`src/rtl/conv_row_writer_pkg.sv`:
```
`default_nettype none
// +-----------------------------------------------------------------+
// | conv_row_writer_pkg                                             |
// | Shared widths, FSM encoding and markers for the row writer.     |
// | Rev 1.0                                                         |
// +-----------------------------------------------------------------+
package conv_row_writer_pkg;

  localparam int DATA_W = 16;
  localparam int ADDR_W = 12;
  localparam int COL_W  = 4;

  localparam logic [DATA_W-1:0] EOI_MARKER = 16'h00FF;

  typedef enum logic [1:0] {
    ST_IDLE  = 2'd0,
    ST_ACCUM = 2'd1,
    ST_DRAIN = 2'd2,
    ST_DONE  = 2'd3
  } state_t;

endpackage
`default_nettype wire

```
`src/rtl/conv_row_writer_row_pack_reg.sv`:
```
`default_nettype none
// +-----------------------------------------------------------------+
// | row_pack_reg                                                    |
// | Row word accumulator, valid-bit mask and row address latch.     |
// | Rev 1.0                                                         |
// +-----------------------------------------------------------------+
module row_pack_reg #(
  parameter int DATA_W = 16,
  parameter int ADDR_W = 12,
  parameter int COL_W  = 4
) (
  input  logic              clk,
  input  logic              rst,
  input  logic              clear,
  input  logic              set_en,
  input  logic [COL_W-1:0]  bit_idx,
  input  logic              bit_val,
  input  logic              addr_load,
  input  logic [ADDR_W-1:0] addr_in,
  output logic [DATA_W-1:0] acc,
  output logic [DATA_W-1:0] mask,
  output logic [ADDR_W-1:0] addr
);

  logic [DATA_W-1:0] r_acc;
  logic [DATA_W-1:0] r_mask;
  logic [ADDR_W-1:0] r_addr;
  logic [DATA_W-1:0] w_acc_nxt;
  logic [DATA_W-1:0] w_mask_nxt;

  // Clear and set may coincide: the word restarts holding only the new bit.
  always_comb begin
    w_acc_nxt  = clear ? '0 : r_acc;
    w_mask_nxt = clear ? '0 : r_mask;
    if (set_en) begin
      w_acc_nxt[bit_idx]  = bit_val;
      w_mask_nxt[bit_idx] = 1'b1;
    end
  end

  always_ff @(posedge clk or posedge rst) begin
    if (rst) begin
      r_acc  <= '0;
      r_mask <= '0;
      r_addr <= '0;
    end else begin
      r_acc  <= w_acc_nxt;
      r_mask <= w_mask_nxt;
      if (addr_load) r_addr <= addr_in;
    end
  end

  assign acc  = r_acc;
  assign mask = r_mask;
  assign addr = r_addr;

endmodule
`default_nettype wire

```
`src/rtl/conv_row_writer.sv`:
```
`default_nettype none
// +-----------------------------------------------------------------+
// | conv_row_writer                                                 |
// | Packs per-column result bits into row words and writes them.    |
// | Rev 1.0                                                         |
// +-----------------------------------------------------------------+
module conv_row_writer #(
  parameter int DATA_W = 16,
  parameter int ADDR_W = 12,
  parameter int COL_W  = 4
) (
  input  logic              clk,
  input  logic              reset_b,
  input  logic              start,
  input  logic              bit_valid,
  input  logic              bit_value,
  input  logic [COL_W-1:0]  col_idx,
  input  logic [ADDR_W-1:0] row_waddr,
  input  logic              row_last,
  input  logic              flush,
  output logic              dut_sram_write_enable,
  output logic [ADDR_W-1:0] dut_sram_write_address,
  output logic [DATA_W-1:0] dut_sram_write_data,
  output logic [ADDR_W-1:0] rows_written,
  output logic              done,
  output logic              addr_err
);

  import conv_row_writer_pkg::*;

  state_t            r_state;
  state_t            w_state_nxt;
  logic              r_we;
  logic [ADDR_W-1:0] r_waddr;
  logic [DATA_W-1:0] r_wdata;
  logic [ADDR_W-1:0] r_rows;
  logic              r_addr_err;

  logic [DATA_W-1:0] w_acc;
  logic [DATA_W-1:0] w_mask;
  logic [ADDR_W-1:0] w_addr;
  logic              w_in_accum, w_accept, w_mask_nz, w_jump, w_fold, w_flush;
  logic              w_write, w_clear, w_set, w_addr_load;
  logic [ADDR_W-1:0] w_wr_addr;
  logic [DATA_W-1:0] w_wr_data;
  logic [DATA_W-1:0] w_merge_acc;
  logic [DATA_W-1:0] w_merge_mask;

  always_comb begin
    w_state_nxt = r_state;
    case (r_state)
      ST_IDLE:  w_state_nxt = ST_IDLE;
      ST_ACCUM: if (flush) w_state_nxt = ST_DRAIN;
      ST_DRAIN: w_state_nxt = ST_DONE;
      ST_DONE:  w_state_nxt = ST_IDLE;
      default:  w_state_nxt = ST_IDLE;
    endcase
    if (start) w_state_nxt = ST_ACCUM;
  end

  always_comb begin
    w_in_accum   = (r_state == ST_ACCUM) && !start;
    w_accept     = w_in_accum && bit_valid;
    w_mask_nz    = |w_mask;
    // A row_last beat always closes its own row, so it never counts as a jump.
    w_jump       = w_accept && w_mask_nz && !row_last && (row_waddr != w_addr);
    w_fold       = w_accept && !w_jump;
    w_flush      = w_in_accum && flush;
    w_merge_acc  = w_acc;
    w_merge_mask = w_mask;
    if (w_fold) begin
      w_merge_acc[col_idx]  = bit_value;
      w_merge_mask[col_idx] = 1'b1;
    end

    w_write   = 1'b0;
    w_wr_addr = w_addr;
    w_wr_data = w_acc & w_mask;
    if (w_jump) begin
      w_write = 1'b1;
    end else if (w_fold && (row_last || flush)) begin
      w_write   = 1'b1;
      w_wr_addr = w_mask_nz ? w_addr : row_waddr;
      w_wr_data = w_merge_acc & w_merge_mask;
    end else if ((w_flush || (r_state == ST_DRAIN && !start)) && w_mask_nz) begin
      // DRAIN picks up a word restarted by a jump in the flush cycle.
      w_write = 1'b1;
    end

    w_clear     = start || w_write;
    w_set       = w_jump || (w_fold && !w_write);
    w_addr_load = w_set && (w_jump || !w_mask_nz);
  end

  row_pack_reg #(
    .DATA_W (DATA_W),
    .ADDR_W (ADDR_W),
    .COL_W  (COL_W)
  ) u_pack (
    .clk       (clk),
    .rst       (reset_b),
    .clear     (w_clear),
    .set_en    (w_set),
    .bit_idx   (col_idx),
    .bit_val   (bit_value),
    .addr_load (w_addr_load),
    .addr_in   (row_waddr),
    .acc       (w_acc),
    .mask      (w_mask),
    .addr      (w_addr)
  );

  always_ff @(posedge clk or posedge reset_b) begin
    if (reset_b) begin
      r_state    <= ST_IDLE;
      r_we       <= 1'b0;
      r_waddr    <= '0;
      r_wdata    <= '0;
      r_rows     <= '0;
      r_addr_err <= 1'b0;
    end else begin
      r_state    <= w_state_nxt;
      r_we       <= w_write;
      r_waddr    <= w_wr_addr;
      r_wdata    <= w_wr_data;
      r_rows     <= start ? '0 : r_rows + {{(ADDR_W-1){1'b0}}, w_write};
      r_addr_err <= start ? 1'b0 : (r_addr_err | w_jump);
    end
  end

  assign dut_sram_write_enable  = r_we;
  assign dut_sram_write_address = r_waddr;
  assign dut_sram_write_data    = r_wdata;
  assign rows_written           = r_rows;
  assign done                   = (r_state == ST_DONE);
  assign addr_err               = r_addr_err;

endmodule
`default_nettype wire

```
`config.mk`:
```
export PLATFORM = sky130hd
export DESIGN_NAME = conv_row_writer
export DESIGN_NICKNAME = d
export VERILOG_FILES = /design/src/rtl/conv_row_writer_pkg.sv /design/src/rtl/conv_row_writer_row_pack_reg.sv /design/src/rtl/conv_row_writer.sv
export SDC_FILE = /design/constraint.sdc
export NUM_CORES = 1
export LEC_CHECK = 0
export CAP_MARGIN = 20
export CORE_MARGIN = 2
export CORE_UTILIZATION = 59
export DETAILED_ROUTE_END_ITERATION = 7
export GPL_ROUTABILITY_DRIVEN = 0
export PLACE_DENSITY = 0.86
export SETUP_SLACK_MARGIN = 0.15
export SLEW_MARGIN = 20
export SYNTH_ARGS = -nofsm -noshare
export SYNTH_HDL_FRONTEND = slang
export SYNTH_SLANG_ARGS = --single-unit
```
`constraint.sdc`:
```
create_clock -name clk -period 7.45 [get_ports clk]
set_clock_uncertainty 0.2 [all_clocks]
set_input_delay 1.1175 -clock clk [delete_from_list [all_inputs] [get_ports clk]]
set_output_delay 1.1175 -clock clk [all_outputs]
set_load 0.02 [all_outputs]
```
==> results.yml, run 1 <==
synth:
  syn-num-nets: 461
  yosys_register_bits: 88
  netlist_instances: 433
  synth_top_area_share_pct: 49.0
  syn_avg_cell_area_um2: 10.4
  async_reset_ff_share_pct: 100
  synth_warnings: 0
  ys_seq_area_share_pct: 49.0
  synth_area_leaders: "dfrtp_1 (49%), mux2_2 (5.3%), mux2i_1 (4.9%)"
  synth_ff_type: "dfrtp_1"
  syn_area_mm2: 0.00449
  synth.distinct_cells: 55
  synth_top_cell_by_area: "dfrtp_1"
  synth-edff-count: 0
global_route:
  grt_pass1_wl_mm: 17.6
  grt_overflow: 0
  antenna_found_initial: 0
  grt_pass1_vias: 3766
  grt_max_degree: 89
  grt_use_total_pct: 26.2
timing:
  finalCriticalPeriod_ps: 4320
  post-route-period-util_pct: 57.9
  timing.hold.ws_ps: 338
  drv_slew: 0
  tns_ps: 0
  slew_headroom_pct: 35.9
  layout_setup_ws_ps: 3130
  max_freq_mhz: 232
  hold_violations: 0
  setup_violations: 0
  tightest_slew_ps: 958
  rsz0062_at_grt: "false"
clocking:
  cts_max_level: 3
  cts_made_buffers: 9
  cts_num_sinks: 88
  insertion_delay_ps: 350
  cts.reportedPaths.clkPinSlew_ps: 80
  clock_path_buffers: 2
  cts_root_buf: "clkbuf_8"
  post_cts_buffers: 0
  cts_tree: "yes"
  ctsResizeCount: 0
  hold_buffers: 0
critical_path:
  startpoint: "start"
  worstPathRequired_ps: 7460
  rr_startpoint: "u_pack.mask[7]$_DFF_PP0_"
  crit_arrival_ps: 4320
  crit_type: "in2reg"
  start_kind: "input pin"
  cp-end-kind: "flip-flop"
  path_max_fanout: 21
layout:
  drive_gt1_share_pct: 9.90
  synthToLayoutAreaGrowth_pct: 20.3
  finish.utilization_pct: 73.7
  layout_common_cells: "dfrtp_1 (88), clkdlybuf4s50_1 (65), nor2_1 (53)"
  n_antenna_cell: 0
  final_area_mm2: 0.00541
  nets: 519
  layout_commonest_cell: "dfrtp_1"
  layout.cells.non_filler: 594
floorplan:
  io_pins: 66
  fp.dieH_um: 91.3
  die_area_mm2: 0.00833
  core-area_mm2: 0.00733
  die_w_um: 91.3
  row_count: 31
  start_util_pct: 61.3
power:
  p_leak_nw: 2.31
  p_total_mw: 1.15
  ir_drop_v: 0.000170
  switching_share_pct: 27.4
  pwr-share-seq_pct: 48.7
  power.density_mw_per_mm2: 212
  power_frac_clock_pct: 30.5
  comb_power_share_pct: 20.8
  p_switching_mw: 0.314
  internal_power_mw: 0.834
place:
  place_ws_ps: 2400
  dpl.cell_count: 578
  placed_area_mm2: 0.00519
  portBuffers: 65
  dp_hpwl_mm: 6.86
outcome:
  status: "finished clean"
job:
  max_cap_violations: 0
route:
  routed_wirelength_mm: 10.2
  wire_per_inst_um: 17.1
  num_vias: 3632
  vias_per_cell: 6.11
  first_pass_iters: 5
  dr.first_iter.drc_count: 279
  drc_errors: 0
  postRouteAntennaNets: 0
worst_hold_path:
  hold_class: "reg2reg"
  hp-start: "u_pack.mask[10]$_DFF_PP0_"
## sequential cells by signal, summed over array words and instances, names as in the netlist
register and cells:
u_pack.addr 12, u_pack.mask 16, u_pack.acc 16, dut_sram_write_enable 1
dut_sram_write_data 16, addr_err 1, r_state 2, rows_written 12
dut_sram_write_address 12
## power by group through the flow
| stage | registers (mW) | logic, mW | clock network (mW) |
|---|---|---|---|
| after floorplan | 0.593 | 0.117 | 0 |
| after global placement | 0.564 | 0.232 | 0 |
| after detailed placement | 0.567 | 0.237 | 0 |
| after CTS | 0.558 | 0.239 | 0.356 |
| after global routing | 0.564 | 0.257 | 0.374 |
| final | 0.559 | 0.238 | 0.351 |
## path summary, 6_finish.rpt
path	to	slack [ps]	cells past startpoint
setup / recovery	rows_written[9]$_DFF_PP0_	3130	11
min in group asynchronous	u_pack.mask[6]$_DFF_PP0_	1100	3
max in group asynchronous	rows_written[6]$_DFF_PP0_	5440	3
hold reg to reg	u_pack.mask[10]$_DFF_PP0_	340	1
hold / removal	u_pack.mask[10]$_DFF_PP0_	340	1
setup reg to reg	u_pack.acc[12]$_DFF_PP0_	4060	5
## synth_stat cells, types with 2 or more instances
cell type	number
a21oi_1	6
a221o_1	6
a221oi_1	6
a22o_1	11
a32o_1	6
a32oi_1	4
and2_1	2
buf_2	4
buf_4	4
buf_6	2
clkbuf_1	13
clkinv_1	2
dfrtp_1	88
ha_1	5
inv_1	22
mux2_1	3
mux2_2	21
mux2i_1	22
nand2_1	37
nand2b_1	5
nand3_1	6
nand4_1	6
nor2_1	53
nor2b_1	5
nor3_1	8
nor4_1	3
o211ai_1	7
o21ai_0	23
o32ai_1	5
o41ai_1	2
or3_1	3
or4_1	4
or4_4	2
xnor2_1	14
xor2_1	3
## critical path: stages
cell             delay [ps]
clkdlybuf4s50_1         810
nand3b_1                440
or2_0                   370
a221o_1                 500
nor2_1                  210
ha_1                    240
nand2_1                 120
nor2_1                  140
nand4_1                 140
xor2_1                  160
nor2_1                   50
## cell families after synthesis
group,after synthesis,share of synthesized area [%]
DFF,88,49.0
xor gates and xnor gates,17,3.31
adders and majority gates,5,1.39
buffers and inverters,48,4.79
and+or+nand+nor,140,15.1
muxes,46,10.9
AOI/OAI and AO/OA,89,15.5
## cell type report
class / count / area, um2
Fill cell: 489 / 1920
Sequential cell: 88 / 2200
Tap cell: 99 / 124
Clock inverter: 3 / 67.6
Inverter: 24 / 91.3
Multi-Input combinational cell: 297 / 2080
Timing Repair Buffer: 71 / 703
Clock buffer: 12 / 135
## layer usage
layer	wire length [um]	GRT usage (%)	part of all wire, %	vias up
met5	0	0	0	-
met2	4990	42.8	49	146
li1	-	-	-	1676
met4	136	10.2	1.3	0
met1	4450	35.4	44	1794
met3	594	3.90	5.8	16
(Power assumes the default switching activity.)
==> run 2: changes to the inputs <==
CORE_UTILIZATION = 54   (was 59)
PLACE_DENSITY = 0.79   (was 0.86)
clock period = 4.15 ns   (was 7.45 ns; I/O delays follow)
==> results.yml, run 2 (synthesized netlist as in run 1, its figures left out) <==
layout:
  nets: 521
  layout_common_cells: "dfrtp_1 (88), clkdlybuf4s50_1 (65), nor2_1 (53)"
  n_antenna_cell: 0
  drive_gt1_share_pct: 11.0
  synthToLayoutAreaGrowth_pct: 21.1
  layout.cells.non_filler: 603
  final_area_mm2: 0.00544
  finish.utilization_pct: 66.9
  layout_commonest_cell: "dfrtp_1"
clocking:
  cts_num_sinks: 88
  cts_root_buf: "clkbuf_8"
  post_cts_buffers: 0
  ctsResizeCount: 0
  cts_tree: "yes"
  clock_path_buffers: 2
  insertion_delay_ps: 360
  cts_max_level: 3
  cts_made_buffers: 9
  hold_buffers: 0
  cts.reportedPaths.clkPinSlew_ps: 100
place:
  place_ws_ps: 666
  placed_area_mm2: 0.00523
  portBuffers: 65
  dpl.cell_count: 587
  dp_hpwl_mm: 6.88
critical_path:
  start_kind: "flip-flop"
  path_max_fanout: 14
  crit_path_frequent_cell: "nor2_1"
  crit_type: "reg2reg"
  cp_slowest_cell: "or4_1"
  crit_chain: "or4_1 -> nor4_4 -> a221o_1 -> nor2_1 -> ha_1 -> nand2_1 -> nor2_1 -> nand4_1 -> xor2_1 -> nor2_1"
  max_stage_delay_ps: 680
  worstPathRequired_ps: 4200
  cp-end-kind: "flip-flop"
  rr_startpoint: "u_pack.mask[7]$_DFF_PP0_"
  crit_arrival_ps: 3360
  startpoint: "u_pack.mask[7]$_DFF_PP0_"
worst_hold_path:
  hp-start: "u_pack.acc[9]$_DFF_PP0_"
  hold_class: "reg2reg"
global_route:
  grt_overflow: 0
  grt_use_total_pct: 24.6
  grt_pass1_vias: 3539
  antenna_found_initial: 0
  grt_max_degree: 56
  grt_pass1_wl_mm: 17.2
route:
  first_pass_iters: 5
  num_vias: 3568
  postRouteAntennaNets: 0
  wire_per_inst_um: 17.1
  drc_errors: 0
  dr.first_iter.drc_count: 226
  vias_per_cell: 5.92
  routed_wirelength_mm: 10.3
timing:
  hold_violations: 0
  tightest_slew_ps: 963
  post-route-period-util_pct: 79.9
  drv_slew: 0
  max_freq_mhz: 302
  finalCriticalPeriod_ps: 3310
  tns_ps: 0
  rsz0062_at_grt: "false"
  timing.hold.ws_ps: 345
  layout_setup_ws_ps: 835
  setup_violations: 0
  slew_headroom_pct: 35.5
floorplan:
  die_area_mm2: 0.00907
  start_util_pct: 55.3
  die_w_um: 95.2
  fp.dieH_um: 95.2
  core-area_mm2: 0.00813
  io_pins: 66
  row_count: 33
job:
  max_cap_violations: 0
power:
  p_leak_nw: 2.33
  p_total_mw: 2.07
  power.density_mw_per_mm2: 379
  ir_drop_v: 0.000294
outcome:
  status: "finished clean"
-- run 2: cell type report --
cell class	instances	area, um2
clock buffer	9	124
clock inverter	7	86.3
fill	634	2690
inverter	24	92.6
tap	105	131
sequential	88	2200
multi-input combinational	297	2080
timing repair buffer	73	723
-- run 2: per-layer routing --
metal	share of wire (%)	wire length (um)	GRT usage (%)
met5	0	0	0
met4	1.8	182	10.1
met3	5.9	612	4.27
met2	47	4850	37.1
met1	45	4640	35.2
-- run 2: path summary, 6_finish.rpt --
| check | end | slack (ps) | cells after the start |
|---|---|---|---|
| worst max-delay path | rows_written[9]$_DFF_PP0_ | 840 | 10 |
| worst min-delay path | dut_sram_write_data[9]$_DFF_PP0_ | 350 | 2 |
| worst max register to register | rows_written[9]$_DFF_PP0_ | 840 | 10 |
| worst min register to register | dut_sram_write_data[9]$_DFF_PP0_ | 350 | 2 |
| max in group asynchronous | rows_written[4]$_DFF_PP0_ | 2610 | 3 |
| min in group asynchronous | u_pack.acc[6]$_DFF_PP0_ | 520 | 2 |
-- run 2: power by group --
| group | total [mW] | switching, mW | internal, mW | leakage (nW) |
|---|---|---|---|---|
| clock network | 0.632 | 0.339 | 0.293 | 0.105 |
| logic | 0.431 | 0.216 | 0.215 | 1.04 |
| registers | 1.00 | 0.0566 | 0.946 | 1.18 |
| total | 2.07 | 0.611 | 1.45 | 2.33 |
-- run 2: worst max-delay path: cells and delay by family, from the launching register on --
family                     cells  cell delay, ps
and+or+nand+nor                7            1660
xor gates and xnor gates       1             150
AOI/OAI and AO/OA              1             520
DFF                            1             420
adders and majority gates      1             260
